<file path="src/rtl/mux_condt.sv">
// 4:1 WIDTH-bit conditional multiplexer with a combinational output and a
// registered shadow stage (data, select, select-change flag).
module mux_condt #(
  parameter int unsigned WIDTH = 2
) (
  input  logic             clk,
  input  logic             rst,
  input  logic [WIDTH-1:0] in0,
  input  logic [WIDTH-1:0] in1,
  input  logic [WIDTH-1:0] in2,
  input  logic [WIDTH-1:0] in3,
  input  logic [1:0]       select,
  output logic [WIDTH-1:0] out,
  output logic [WIDTH-1:0] out_q,
  output logic [1:0]       sel_q,
  output logic             sel_change
);

  logic [WIDTH-1:0] out_d;
  logic [1:0]       sel_d;
  logic             sel_change_d;
  logic             sel_change_q;

  // An X/Z select propagates as X through the ?: chain; no default data is substituted.
  assign out = (select == 2'b00) ? in0 :
               (select == 2'b01) ? in1 :
               (select == 2'b10) ? in2 : in3;

  assign sel_change = sel_change_q;

  // Next-state for the shadow stage; reset wins over a simultaneous select change.
  always_comb begin
    out_d        = {WIDTH{1'b0}};
    sel_d        = 2'b00;
    sel_change_d = 1'b0;
    if (rst) begin
      out_d        = {WIDTH{1'b0}};
      sel_d        = 2'b00;
      sel_change_d = 1'b0;
    end else begin
      out_d        = out;
      sel_d        = select;
      sel_change_d = (select != sel_q);
    end
  end

  // Shadow stage registers.
  always_ff @(posedge clk) begin
    out_q        <= out_d;
    sel_q        <= sel_d;
    sel_change_q <= sel_change_d;
  end

endmodule

</file>
<file path="config.mk">
export PLATFORM = sky130hd
export DESIGN_NAME = mux_condt
export DESIGN_NICKNAME = d
export VERILOG_FILES = /design/src/rtl/mux_condt.sv
export SDC_FILE = /design/constraint.sdc
export NUM_CORES = 1
export LEC_CHECK = 0
export CAP_MARGIN = 5
export CELL_PAD_IN_SITES_DETAIL_PLACEMENT = 1
export CELL_PAD_IN_SITES_GLOBAL_PLACEMENT = 1
export CORE_AREA = 2 2 39 41
export DETAILED_ROUTE_END_ITERATION = 7
export DIE_AREA = 0 0 41 43
export GPL_ROUTABILITY_DRIVEN = 0
export MAX_ROUTING_LAYER = met4
export PLACE_DENSITY_LB_ADDON = 0.12
export SLEW_MARGIN = 20
export SYNTH_ARGS = -nofsm -noshare
export SYNTH_HDL_FRONTEND = slang
export SYNTH_SLANG_ARGS = --single-unit
</file>
<file path="constraint.sdc">
create_clock -name clk -period 0.8 [get_ports clk]
set_input_delay 0.08 -clock clk [delete_from_list [all_inputs] [get_ports clk]]
set_output_delay 0.08 -clock clk [all_outputs]
set_load 0.02 [all_outputs]
</file>
==> results of run 1 <==
-- state kept, by name, summed over array words and instances (netlist names) --
name / count
sel_change: 1
sel_q: 2
out_q: 2
-- report_power, final --
group          internal [W]  total [W]  switching [W]
Clock              0.000188   0.000283      0.0000952
Sequential         0.000270   0.000277     0.00000727
Combinational      0.000137   0.000223      0.0000863
-- routing by layer --
metal | vias up | GRT usage (%) | part of all wire (%)
met1 | 102 | 7.395 | 34
met2 | 6 | 12.19 | 62
met4 | 0 | 6.000 | 0
met5 | - | - | 0
li1 | 104 | - | -
met3 | 0 | 1.571 | 4.4
-- cell type report --
type / count / area, sq um
Clock buffer: 4 / 26.28
Fill cell: 174 / 934.6
Multi-Input combinational cell: 9 / 115.1
Sequential cell: 5 / 102.6
Tap cell: 16 / 20.02
Timing Repair Buffer: 24 / 185.2
-- logic make-up after synthesis --
group and share of synthesized area (%):
AO/OA/AOI/OAI 2.407, flip-flops 48.19, multiplexers 21.69, XOR/XNOR 8.435, AND/OR/NAND/NOR 19.28
-- stage by stage --
step           util [%]  power (W)  setup WS [ps]
2_1_floorplan         -  0.0003656         -101.9
3_3_place_gp      32.73  0.0005137          -1017
3_5_place_dp      32.73  0.0005159          -1008
4_1_cts           31.19  0.0007841         -110.6
5_1_grt           32.46  0.0008274         -127.7
6_report          32.46  0.0007834         -113.8
-- cells in the mapped netlist --
cell type / count
sky130_fd_sc_hd__dfxtp_1: 5
sky130_fd_sc_hd__mux4_2: 2
sky130_fd_sc_hd__nor2b_1: 2
sky130_fd_sc_hd__nor2b_4: 2
sky130_fd_sc_hd__xnor2_1: 2
sky130_fd_sc_hd__a21oi_1: 1
-- final timing paths --
check        slack [ps]         end  cells past startpoint
max                -110      out[0]                      3
min                 180    sel_q[0]                      3
max reg2reg          50  sel_change                      3
min reg2reg         560  sel_change                      2
-- tightest hold or removal path, cell delays in order --
cell and delay, ps:
sky130_fd_sc_hd__buf_8 80, sky130_fd_sc_hd__buf_4 100, sky130_fd_sc_hd__nor2b_1 110
-- what timing repair did --
action,CTS,global route
setup buffers,1,0
endpoints found under the setup margin,10,9
resized for setup,66,8
pin swaps,0,1
endpoints found under the hold margin,0,0
==> flow_results.org, run 1 <==
** Status
- The run finished, with violations left.
- Failing checks :: negative setup slack

** STA
- Worst Hold Slack :: 178.0 ps
- Measured against its own limit, the worst slew margin works out to 92.01%.
- Final Hold Vio Count :: 0
- Clock skew on the completed layout was measured at 4.098 ps.
- Number of max-slew violations in the final report :: 0
- At the pin with the least slew margin, the transition time is 119.0 ps.
- Total setup violations reported at the end of the flow :: 3
- Worst-case setup margin in the final layout :: -113.8 ps
- Timing would allow up to 1094 MHz.
- Setup total negative slack on the finished layout was measured at -229.3 ps.
- Shortest clock period the worst path allows after layout :: 913.8 ps
- Setup repair after global routing could not meet its margin everywhere.
- Final worst path period share :: 114.2%

** Logic synthesis
- A synthesized cell averages 14.84 sq um.
- Net Count, Synth :: 26
- Leading post-synthesis cells by cell area :: sky130_fd_sc_hd__dfxtp_1 48%, sky130_fd_sc_hd__mux4_2 22%, sky130_fd_sc_hd__nor2b_4 13%, sky130_fd_sc_hd__xnor2_1 8.4%, sky130_fd_sc_hd__nor2b_1 6.0%
- Sequential cells were found to cover 48.19% of the synthesized design area.
- Count of yosys warnings during synthesis :: 0
- Post-synthesis instance area :: 207.7 sq um
- Portion of synthesized cell area occupied by the leading cell type :: 48.19%
- After synthesis, the netlist uses 6 different library cells.
- Counting flops and latches in the post-synthesis netlist gives 5.
- Post-synth top area cell :: sky130_fd_sc_hd__dfxtp_1
- Synthesized netlist cell count :: 14

** Clock tree
- In this run the number of H-tree levels came out at 1.
- Number of buffers on the longest clock path :: 2
- Clk sink count :: 5
- Hold Buf Count CTS :: 0
- Number of clock buffers inserted by TritonCTS :: 3
- CTS placed an instance of sky130_fd_sc_hd__clkbuf_4 at the clock tree root.
- TritonCTS built the clock tree.
- Clock Pin Slew Worst Setup and Hold Paths :: 40 ps
- Clock Latency Late Sink :: 230 ps

** Setup path
- The kind of cell with the highest combined delay along the critical path is multiplexers.
- Slowest cell on the critical path :: sky130_fd_sc_hd__mux4_2
- Worst EP required :: 720 ps
- Endpoint arrival time on the critical path :: 830 ps
- In this run the worst setup path begins at select[0].
- For this run, the slowest stage of the critical path takes 520 ps.
- The worst setup path is captured at an output port.
- Along the worst path, the maximum fanout reaches 3.
- Startpoint types :: input port
- Total buffers and inverters traversed by the critical path :: 2
- The signal on the critical path passes through buf_8, mux4_2, buf_6.
- In this run the critical register-to-register path is launched from sel_q[0].
- Setup CP Type :: input port to output port

** Place
- The placed instances occupy a cell area of 452.9 sq um.
- The count of buffers added on input and output ports is 18.
- The number of placed instances, taps included, is 54.
- The wire-length estimate of the detail-placed layout is 496.2 um.

** Final layout
- Excluding fillers, the count of instances in the completed layout stands at 58.
- Layout Area Growth over Synthesis :: 116.3%
- Summing all non-filler instances in the final layout gives an area of 449.2 sq um.
- Leaving out fill and tap cells, the most frequent cells in the layout are 9 x sky130_fd_sc_hd__buf_2, 8 x sky130_fd_sc_hd__buf_4, 4 x sky130_fd_sc_hd__buf_6, 3 x sky130_fd_sc_hd__clkbuf_4, 3 x sky130_fd_sc_hd__dfxtp_1.
- Final Net Count :: 55
- Leaving out fill and tap cells, the most frequent cell in the layout is sky130_fd_sc_hd__buf_2.
- Share of layout cells above drive strength 1 :: 76.19%
- Antenna cells :: 0

** Global routing
- Largest net degree at the start of global routing :: 6
- The via count of the first global-routing pass came to 233.
- Tot GR Track Use :: 7.613%
- Remaining global-route overflow :: 0
- The number of antenna violations at the first check in global routing came to 0.
- Wire length of the first global-routing pass :: 862 um

** Power
- For this design the ratio of total power to cell area is 1744 nW/um^2.
- In this run the static leakage power is 0.2150 nW.
- Largest vdd supply drop :: 0.0004346 V

** Floorplanning
- Chip width :: 41 um
- For this design the top-level I/O count stands at 19.
- Core Region :: 1384 sq um
- Die area :: 1763 sq um
- Y dimension of the die :: 43 um
- Row generation in the floorplan step produced 14 rows.
- Initial standard-cell utilization of the core :: 15.01%

** Drt
- Total length of routed wires :: 563 um
- Initial DRC count :: 0
- In the final routed layout, each cell accounts on average for 9.707 um.
- Via count :: 212
- The count of nets left with antenna violations once routing finished came out at 0.
- Post-detailed-route via-to-cell ratio :: 3.655
- DRC errors left :: 0
- For this run, the detailed router's first-pass iteration total came to 1.

** Hold path
- In this run the most critical hold path is launched from select[0].
- Tightest Hold Check Type :: input port to register

** Job
- Max-cap violations in this run came to 0.
No activity file was read; power rests on OpenSTA's default activity.
==> inputs of run 2 (changes only) <==
--- a/config.mk
+++ b/config.mk
@@ -9,11 +9,12 @@
 export CELL_PAD_IN_SITES_DETAIL_PLACEMENT = 1
 export CELL_PAD_IN_SITES_GLOBAL_PLACEMENT = 1
 export CORE_AREA = 2 2 39 41
+export CTS_BUF_LIST = sky130_fd_sc_hd__clkbuf_8 sky130_fd_sc_hd__clkbuf_16
 export DETAILED_ROUTE_END_ITERATION = 7
 export DIE_AREA = 0 0 41 43
-export GPL_ROUTABILITY_DRIVEN = 0
 export MAX_ROUTING_LAYER = met4
 export PLACE_DENSITY_LB_ADDON = 0.12
+export REMOVE_ABC_BUFFERS = 1
 export SLEW_MARGIN = 20
 export SYNTH_ARGS = -nofsm -noshare
 export SYNTH_HDL_FRONTEND = slang
==> run 2 against run 1 <==
  * The run still ends with negative setup slack left
  * Worst hold slack improved by 17 ps
  * Design area increased by 3.9%
  * Register-to-register slack about the same
  * Largest power group unchanged
  * Fmax unchanged
  * Critical endpoint unchanged
  * Critical path depth unchanged
  * Via count increased by 1.9%
  * Total power increased by 20%
  * Die area unchanged
  * Worst setup slack unchanged
  * First-iteration DRC count unchanged
==> flow_results.org, run 2 (synthesized netlist as in run 1, its figures left out) <==
** Setup path
- Along the worst path, the maximum fanout reaches 3.
- The worst setup path is launched from an input port.
- Cells along the critical path :: buf_8, mux4_2, buf_6
- At the worst endpoint, the arrival time is 830 ps.
- On the critical path, the stage with the largest delay is an instance of sky130_fd_sc_hd__mux4_2.
- The largest single stage delay on the critical path is 520 ps.
- Worst EP required :: 720 ps
- Counting both buffers and inverters, the worst setup path holds a total of 2.
- Setup CP Type :: input port to output port
- The kind of cell with the highest combined delay along the critical path is multiplexers.
- The worst setup path is captured at an output port.

** Power
- In this run the power density over the cells is 2022 nW/um^2.
- The analysis attributes to net switching a power of 0.0002113 W.
- Largest vdd supply drop :: 0.0003924 V
- Relative contribution of sequential cells to total power :: 29.1%
- Cell internal power dissipation :: 0.0007322 W
- Per report_power, the combinational group accounts for 23.6% of the total.
- Part of the power in the clock network :: 47.3%
- Leak :: 0.2304 nW
- Switch share :: 22.39%
- Post-layout total power :: 0.0009435 W

** Global routing
- The first global-routing pass estimated 931 um of wire.
- Entering global routing, the biggest net connects 6 pins.
- Tot GR Track Use :: 8.436%
- Remaining global-route overflow :: 0
- Antenna violations before repair :: 0
- The via count of the first global-routing pass came to 245.

** Drt
- The detail route stage leaves a number of antenna-violating nets equal to 0.
- Initial DRC count :: 0
- Across all layers, the routed design uses 216 vias.
- Detailed Routing Iterations Pass 1 :: 1
- Dividing the detail-routed wire length by the instance count gives 9.966 um.
- Post-detailed-route via-to-cell ratio :: 3.661
- DRC errors left :: 0
- Total length of routed wires :: 588 um

** Floorplanning
- Y dimension of the die :: 43 um
- Initial standard-cell utilization of the core :: 15.01%
- After floorplanning, the core was divided into 14 placement rows.
- In this run the horizontal extent of the chip is 41 um.
- The die covers 1763 sq um.
- Core Region :: 1384 sq um
- IO Count :: 19

** STA
- Highest achievable clock rate :: 1094 MHz
- Counting I/O delays and the setup requirement, the final critical path takes 913.8 ps.
- Total setup violations reported at the end of the flow :: 4
- Across all hold checks on the routed design, the worst slack comes to 194.7 ps.
- Final worst path period share :: 114.2%
- Setup repair after global routing could not meet its margin everywhere.
- Setup slack on the critical path of the routed design comes to -113.8 ps.
- Number of max-slew violations in the final report :: 0
- The worst pin sits at a relative slew slack of 92.02%.
- Clock Skews :: 2.431 ps
- Least-Margin Pin Slew :: 118.8 ps
- The number of failing hold endpoints at the final stage was 0.
- Aggregate negative setup slack :: -258.1 ps

** Clock tree
- Clock Pin Slew Worst Setup and Hold Paths :: 30 ps
- In this run the clock root is driven by a sky130_fd_sc_hd__clkbuf_8.
- Number of clock buffers inserted by TritonCTS :: 3
- CTS tree :: done
- Clock Latency Late Sink :: 220 ps
- CTS built an H-tree with a depth of 1.
- Number of buffers on the longest clock path :: 2
- Hold Buf Count CTS :: 0
- Clk sink count :: 5

** Final layout
- Most common cell after layout, fill and taps aside :: sky130_fd_sc_hd__buf_2
- Number of cells in the finished layout apart from fillers :: 59
- Of the cells placed in the final design, the portion with a size suffix greater than 1 is 74.42%.
- In the final design database the tool counted 56 nets.
- In the layout the commonest cells are 12 x sky130_fd_sc_hd__buf_2, 6 x sky130_fd_sc_hd__buf_4, 4 x sky130_fd_sc_hd__dfxtp_1, 4 x sky130_fd_sc_hd__buf_6, 3 x sky130_fd_sc_hd__clkbuf_8.
- Layout Area Growth over Synthesis :: 124.7%
- Antenna cells :: 0

** Place
- Number of instances in the placed design :: 54
- Port-buffer cells :: 18
- The congestion estimate from routability-driven global placement came to 0.6555.
- Half-perimeter wire length after detailed placement :: 496.2 um

** Job
- Across the run, the number of max-cap violations was 0.

** Hold path
- Tightest Hold Check Type :: input port to register

** Status
- Failing checks :: negative setup slack
- The run finished, with violations left.
run 2: metal layers:
| layer | global-route usage (%) | wire length [um] |
|---|---|---|
| met5 | - | 0 |
| met4 | 8.000 | 0 |
| met3 | 1.571 | 26 |
| met2 | 13.13 | 362 |
| met1 | 8.039 | 199 |
run 2: metrics by stage:
stage,cell area (sq um),setup slack [ps],utilization (%)
final,466.7,-113.8,33.73
after global routing,466.7,-127.7,33.73
after CTS,447.9,-110.6,32.37
after detailed placement,452.9,-1008,32.73
after global placement,452.9,-1017,32.73
after floorplan,207.7,-101.9,-
run 2: power groups by stage:
stage	logic, W	clock network (W)	registers (W)
after CTS	0.000214	0.000459	0.000274
after global routing	0.000237	0.000481	0.000278
after detailed placement	0.000237	0	0.000279
after global placement	0.000236	0	0.000278
after floorplan	0.0000631	0	0.000302
final	0.000222	0.000446	0.000275
run 2: worst paths after layout:
path	from	end	slack, ps	cells past startpoint
hold reg to reg	sel_q[1]	sel_change	610	3
setup reg to reg	sel_q[1]	sel_change	50	3
hold / removal	select[0]	sel_q[0]	190	3
setup / recovery	select[0]	out[0]	-110	3
run 2: repair_timing:
action | CTS | global route
buffers inserted | 1 | 0
endpoints found under the setup margin | 10 | 6
gates resized for setup | 65 | 5
pin swaps | 0 | 1
run 2: tightest hold or removal path, stage by stage:
cell	delay (ps)
sky130_fd_sc_hd__buf_8	80
sky130_fd_sc_hd__buf_4	100
sky130_fd_sc_hd__nor2b_1	110
run 2: area by class of cell:
type / count / area (sq um)
Clock buffer: 3 / 41.29
Clock inverter: 1 / 3.754
Fill cell: 173 / 917.1
Multi-Input combinational cell: 9 / 115.1
Sequential cell: 5 / 101.3
Tap cell: 16 / 20.02
Timing Repair Buffer: 25 / 185.2
==> inputs of run 3 (changes only) <==
--- a/config.mk
+++ b/config.mk
@@ -8,10 +8,11 @@
 export CAP_MARGIN = 5
 export CELL_PAD_IN_SITES_DETAIL_PLACEMENT = 1
 export CELL_PAD_IN_SITES_GLOBAL_PLACEMENT = 1
-export CORE_AREA = 2 2 39 41
+export CORE_AREA = 3 3 40 42
 export CTS_BUF_LIST = sky130_fd_sc_hd__clkbuf_8 sky130_fd_sc_hd__clkbuf_16
+export CTS_CLUSTER_SIZE = 16
 export DETAILED_ROUTE_END_ITERATION = 7
-export DIE_AREA = 0 0 41 43
+export DIE_AREA = 0 0 43 45
 export MAX_ROUTING_LAYER = met4
 export PLACE_DENSITY_LB_ADDON = 0.12
 export REMOVE_ABC_BUFFERS = 1
==> run 3 against run 2 <==
  * The run still ends with negative setup slack left
  * Sequential share of layout area down 0.34 points
  * Register-to-register slack barely moved
  * Routed wire length grew 8.7%
==> flow_results.org, run 3 (synthesized netlist as in run 1, its figures left out) <==
** Clock tree
- CTS built an H-tree with a depth of 1.
- Hold repair after CTS inserted 0 buffers.
- The tree is rooted in a sky130_fd_sc_hd__clkbuf_8.
- In this run the deepest clock path goes through 2 buffers.
- Clock Pin Slew Worst Setup and Hold Paths :: 30 ps
- Clock Latency Late Sink :: 220 ps
- Clk sink count :: 5
- CTS tree :: done
- Clock tree synthesis inserted a total of 3 buffers.

** Final layout
- Most common cell after layout, fill and taps aside :: sky130_fd_sc_hd__buf_2
- The finished cells cover 474.2 sq um.
- In the final design database the tool counted 56 nets.
- Antenna cells :: 0
- Layout Area Growth over Synthesis :: 128.3%
- Cells with a size suffix above 1 make up 76.74% of the layout.
- Number of cells in the finished layout apart from fillers :: 58
- In the layout the commonest cells are 11 x sky130_fd_sc_hd__buf_2, 7 x sky130_fd_sc_hd__buf_4, 4 x sky130_fd_sc_hd__dfxtp_1, 4 x sky130_fd_sc_hd__buf_6, 3 x sky130_fd_sc_hd__clkbuf_8.

** Setup path
- The critical path contains buffers and inverters numbering 2 combined.
- Along the worst path, the maximum fanout reaches 3.
- Slowest cell on the critical path :: sky130_fd_sc_hd__mux4_2
- Data on the critical path is required at its endpoint by 720 ps.
- The largest single stage delay on the critical path is 510 ps.
- The critical path crosses 3 cells after its start point.
- Family with the most delay on the worst path :: multiplexers
- Startpoint types :: input port
- Cells along the critical path :: buf_8, mux4_2, buf_6
- Endpoint arrival time on the critical path :: 820 ps
- Logic depth of the worst register-to-register path :: 3
- Setup CP Type :: input port to output port
- CP Capture Type :: output port

** Power
- Total power for the finished layout comes to 0.0009566 W.
- Leak :: 0.2363 nW
- VDD sags by at most 0.0005104 V.
- For this design the ratio of total power to cell area is 2017 nW/um^2.

** Global routing
- Remaining global-route overflow :: 0
- Entering global routing, the biggest net connects 6 pins.
- Tot GR Track Use :: 8.262%
- Antenna violations before repair :: 0
- The via count of the first global-routing pass came to 250.
- Wire length of the first global-routing pass :: 1028 um

** STA
- Final Hold Vio Count :: 0
- Shortest clock period the worst path allows after layout :: 901.5 ps
- Setup repair after global routing could not meet its margin everywhere.
- Total setup violations reported at the end of the flow :: 4
- Number of max-slew violations in the final report :: 0
- Hold timing on the final database bottoms out at a slack of 218.6 ps.
- Derived from the worst setup path, the maximum achievable clock frequency is 1109 MHz.
- Across the routed clock network, the largest skew measured is 0.03914 ps.
- Aggregate negative setup slack :: -221.7 ps
- Worst-case setup margin in the final layout :: -101.5 ps
- The worst pin sits at a relative slew slack of 92.64%.
- At the pin with the least slew margin, the transition time is 109.8 ps.
- In the finished design, the share of the clock period the worst path needs comes to 112.7%.

** Drt
- After detailed routing, the average wire length per cell comes to 11.02 um.
- After detailed routing, the number of remaining DRC violations is 0.
- Post-detailed-route via-to-cell ratio :: 3.845
- The first routing iteration left 0 violations.
- Total length of routed wires :: 639 um
- Detailed Routing Iterations Pass 1 :: 1
- ANT nets after route :: 0
- Via count :: 223

** Place
- Detailed placement finished with a half-perimeter wire length of 495.9 um.
- Routability-driven placement congestion ratio :: 0.5774
- Including well taps, the total number of placed cells is 53.
- Placed Instance Area :: 451.7 sq um
- Port-buffer cells :: 18

** Status
- The flow ran to the end, but the final reports show violations.
- The checks that failed: negative setup slack.

** Floorplanning
- The floorplan step defined a die boundary enclosing 1935 sq um.
- The die is 45 um tall.
- Core Region :: 1285 sq um
- The initial utilization of the core area, before any placement, comes to 16.16%.
- IO Count :: 19
- From left edge to right edge, the die measures 43 um.
- The floorplan has 13 rows.

** Hold path
- Number of cells on the worst hold path :: 3
- The worst hold path belongs to the class input port to register.

** Job
- Reported max-cap violation count :: 0
run 3: final timing paths:
| path | from | end | slack, ps |
|---|---|---|---|
| setup / recovery | select[0] | out[0] | -100 |
| hold / removal | select[0] | sel_q[0] | 220 |
| setup reg to reg | sel_q[0] | sel_change | 40 |
| hold reg to reg | sel_q[0] | sel_change | 640 |
run 3: final cells by class:
cell class,instances,area [sq um]
fill,150,810.8
timing repair buffer,25,186.4
multi-input combinational,9,122.6
sequential,5,101.3
clock buffer,3,41.29
tap,15,18.77
clock inverter,1,3.754
run 3: timing repair:
action / 4_1_cts / 5_1_grt
setup endpoints to repair: 10 / 7
resized for setup: 65 / 6
setup buffers: 1 / 0
run 3: routing by layer:
layer | share of wire [%] | GRT usage (%) | up-vias
met4 | 4.5 | 9.036 | 0
met5 | 0 | - | -
met1 | 29 | 7.543 | 100
li1 | - | - | 106
met3 | 9.9 | 3.586 | 2
met2 | 57 | 12.28 | 15
run 3: where the power goes:
group / total (W) / internal [W] / leakage [nW] / switching, W
Combinational: 0.000226 / 0.000137 / 0.167 / 0.0000897
Clock: 0.000454 / 0.000329 / 0.0269 / 0.000125
Sequential: 0.000276 / 0.000270 / 0.0420 / 0.00000638
run 3: worst register-to-register path, stage by stage, from the launching register on:
cell,delay (ps)
sky130_fd_sc_hd__dfxtp_2,310
sky130_fd_sc_hd__buf_4,130
sky130_fd_sc_hd__xnor2_2,120
sky130_fd_sc_hd__a21oi_1,130
run 3: stage by stage:
stage	utilization [%]	worst slack, ps
finish	36.90	-101.5
detailed placement	35.15	-1016
CTS	34.86	-103.0
floorplan	-	-101.9
global placement	35.15	-1017
global route	36.90	-119.9
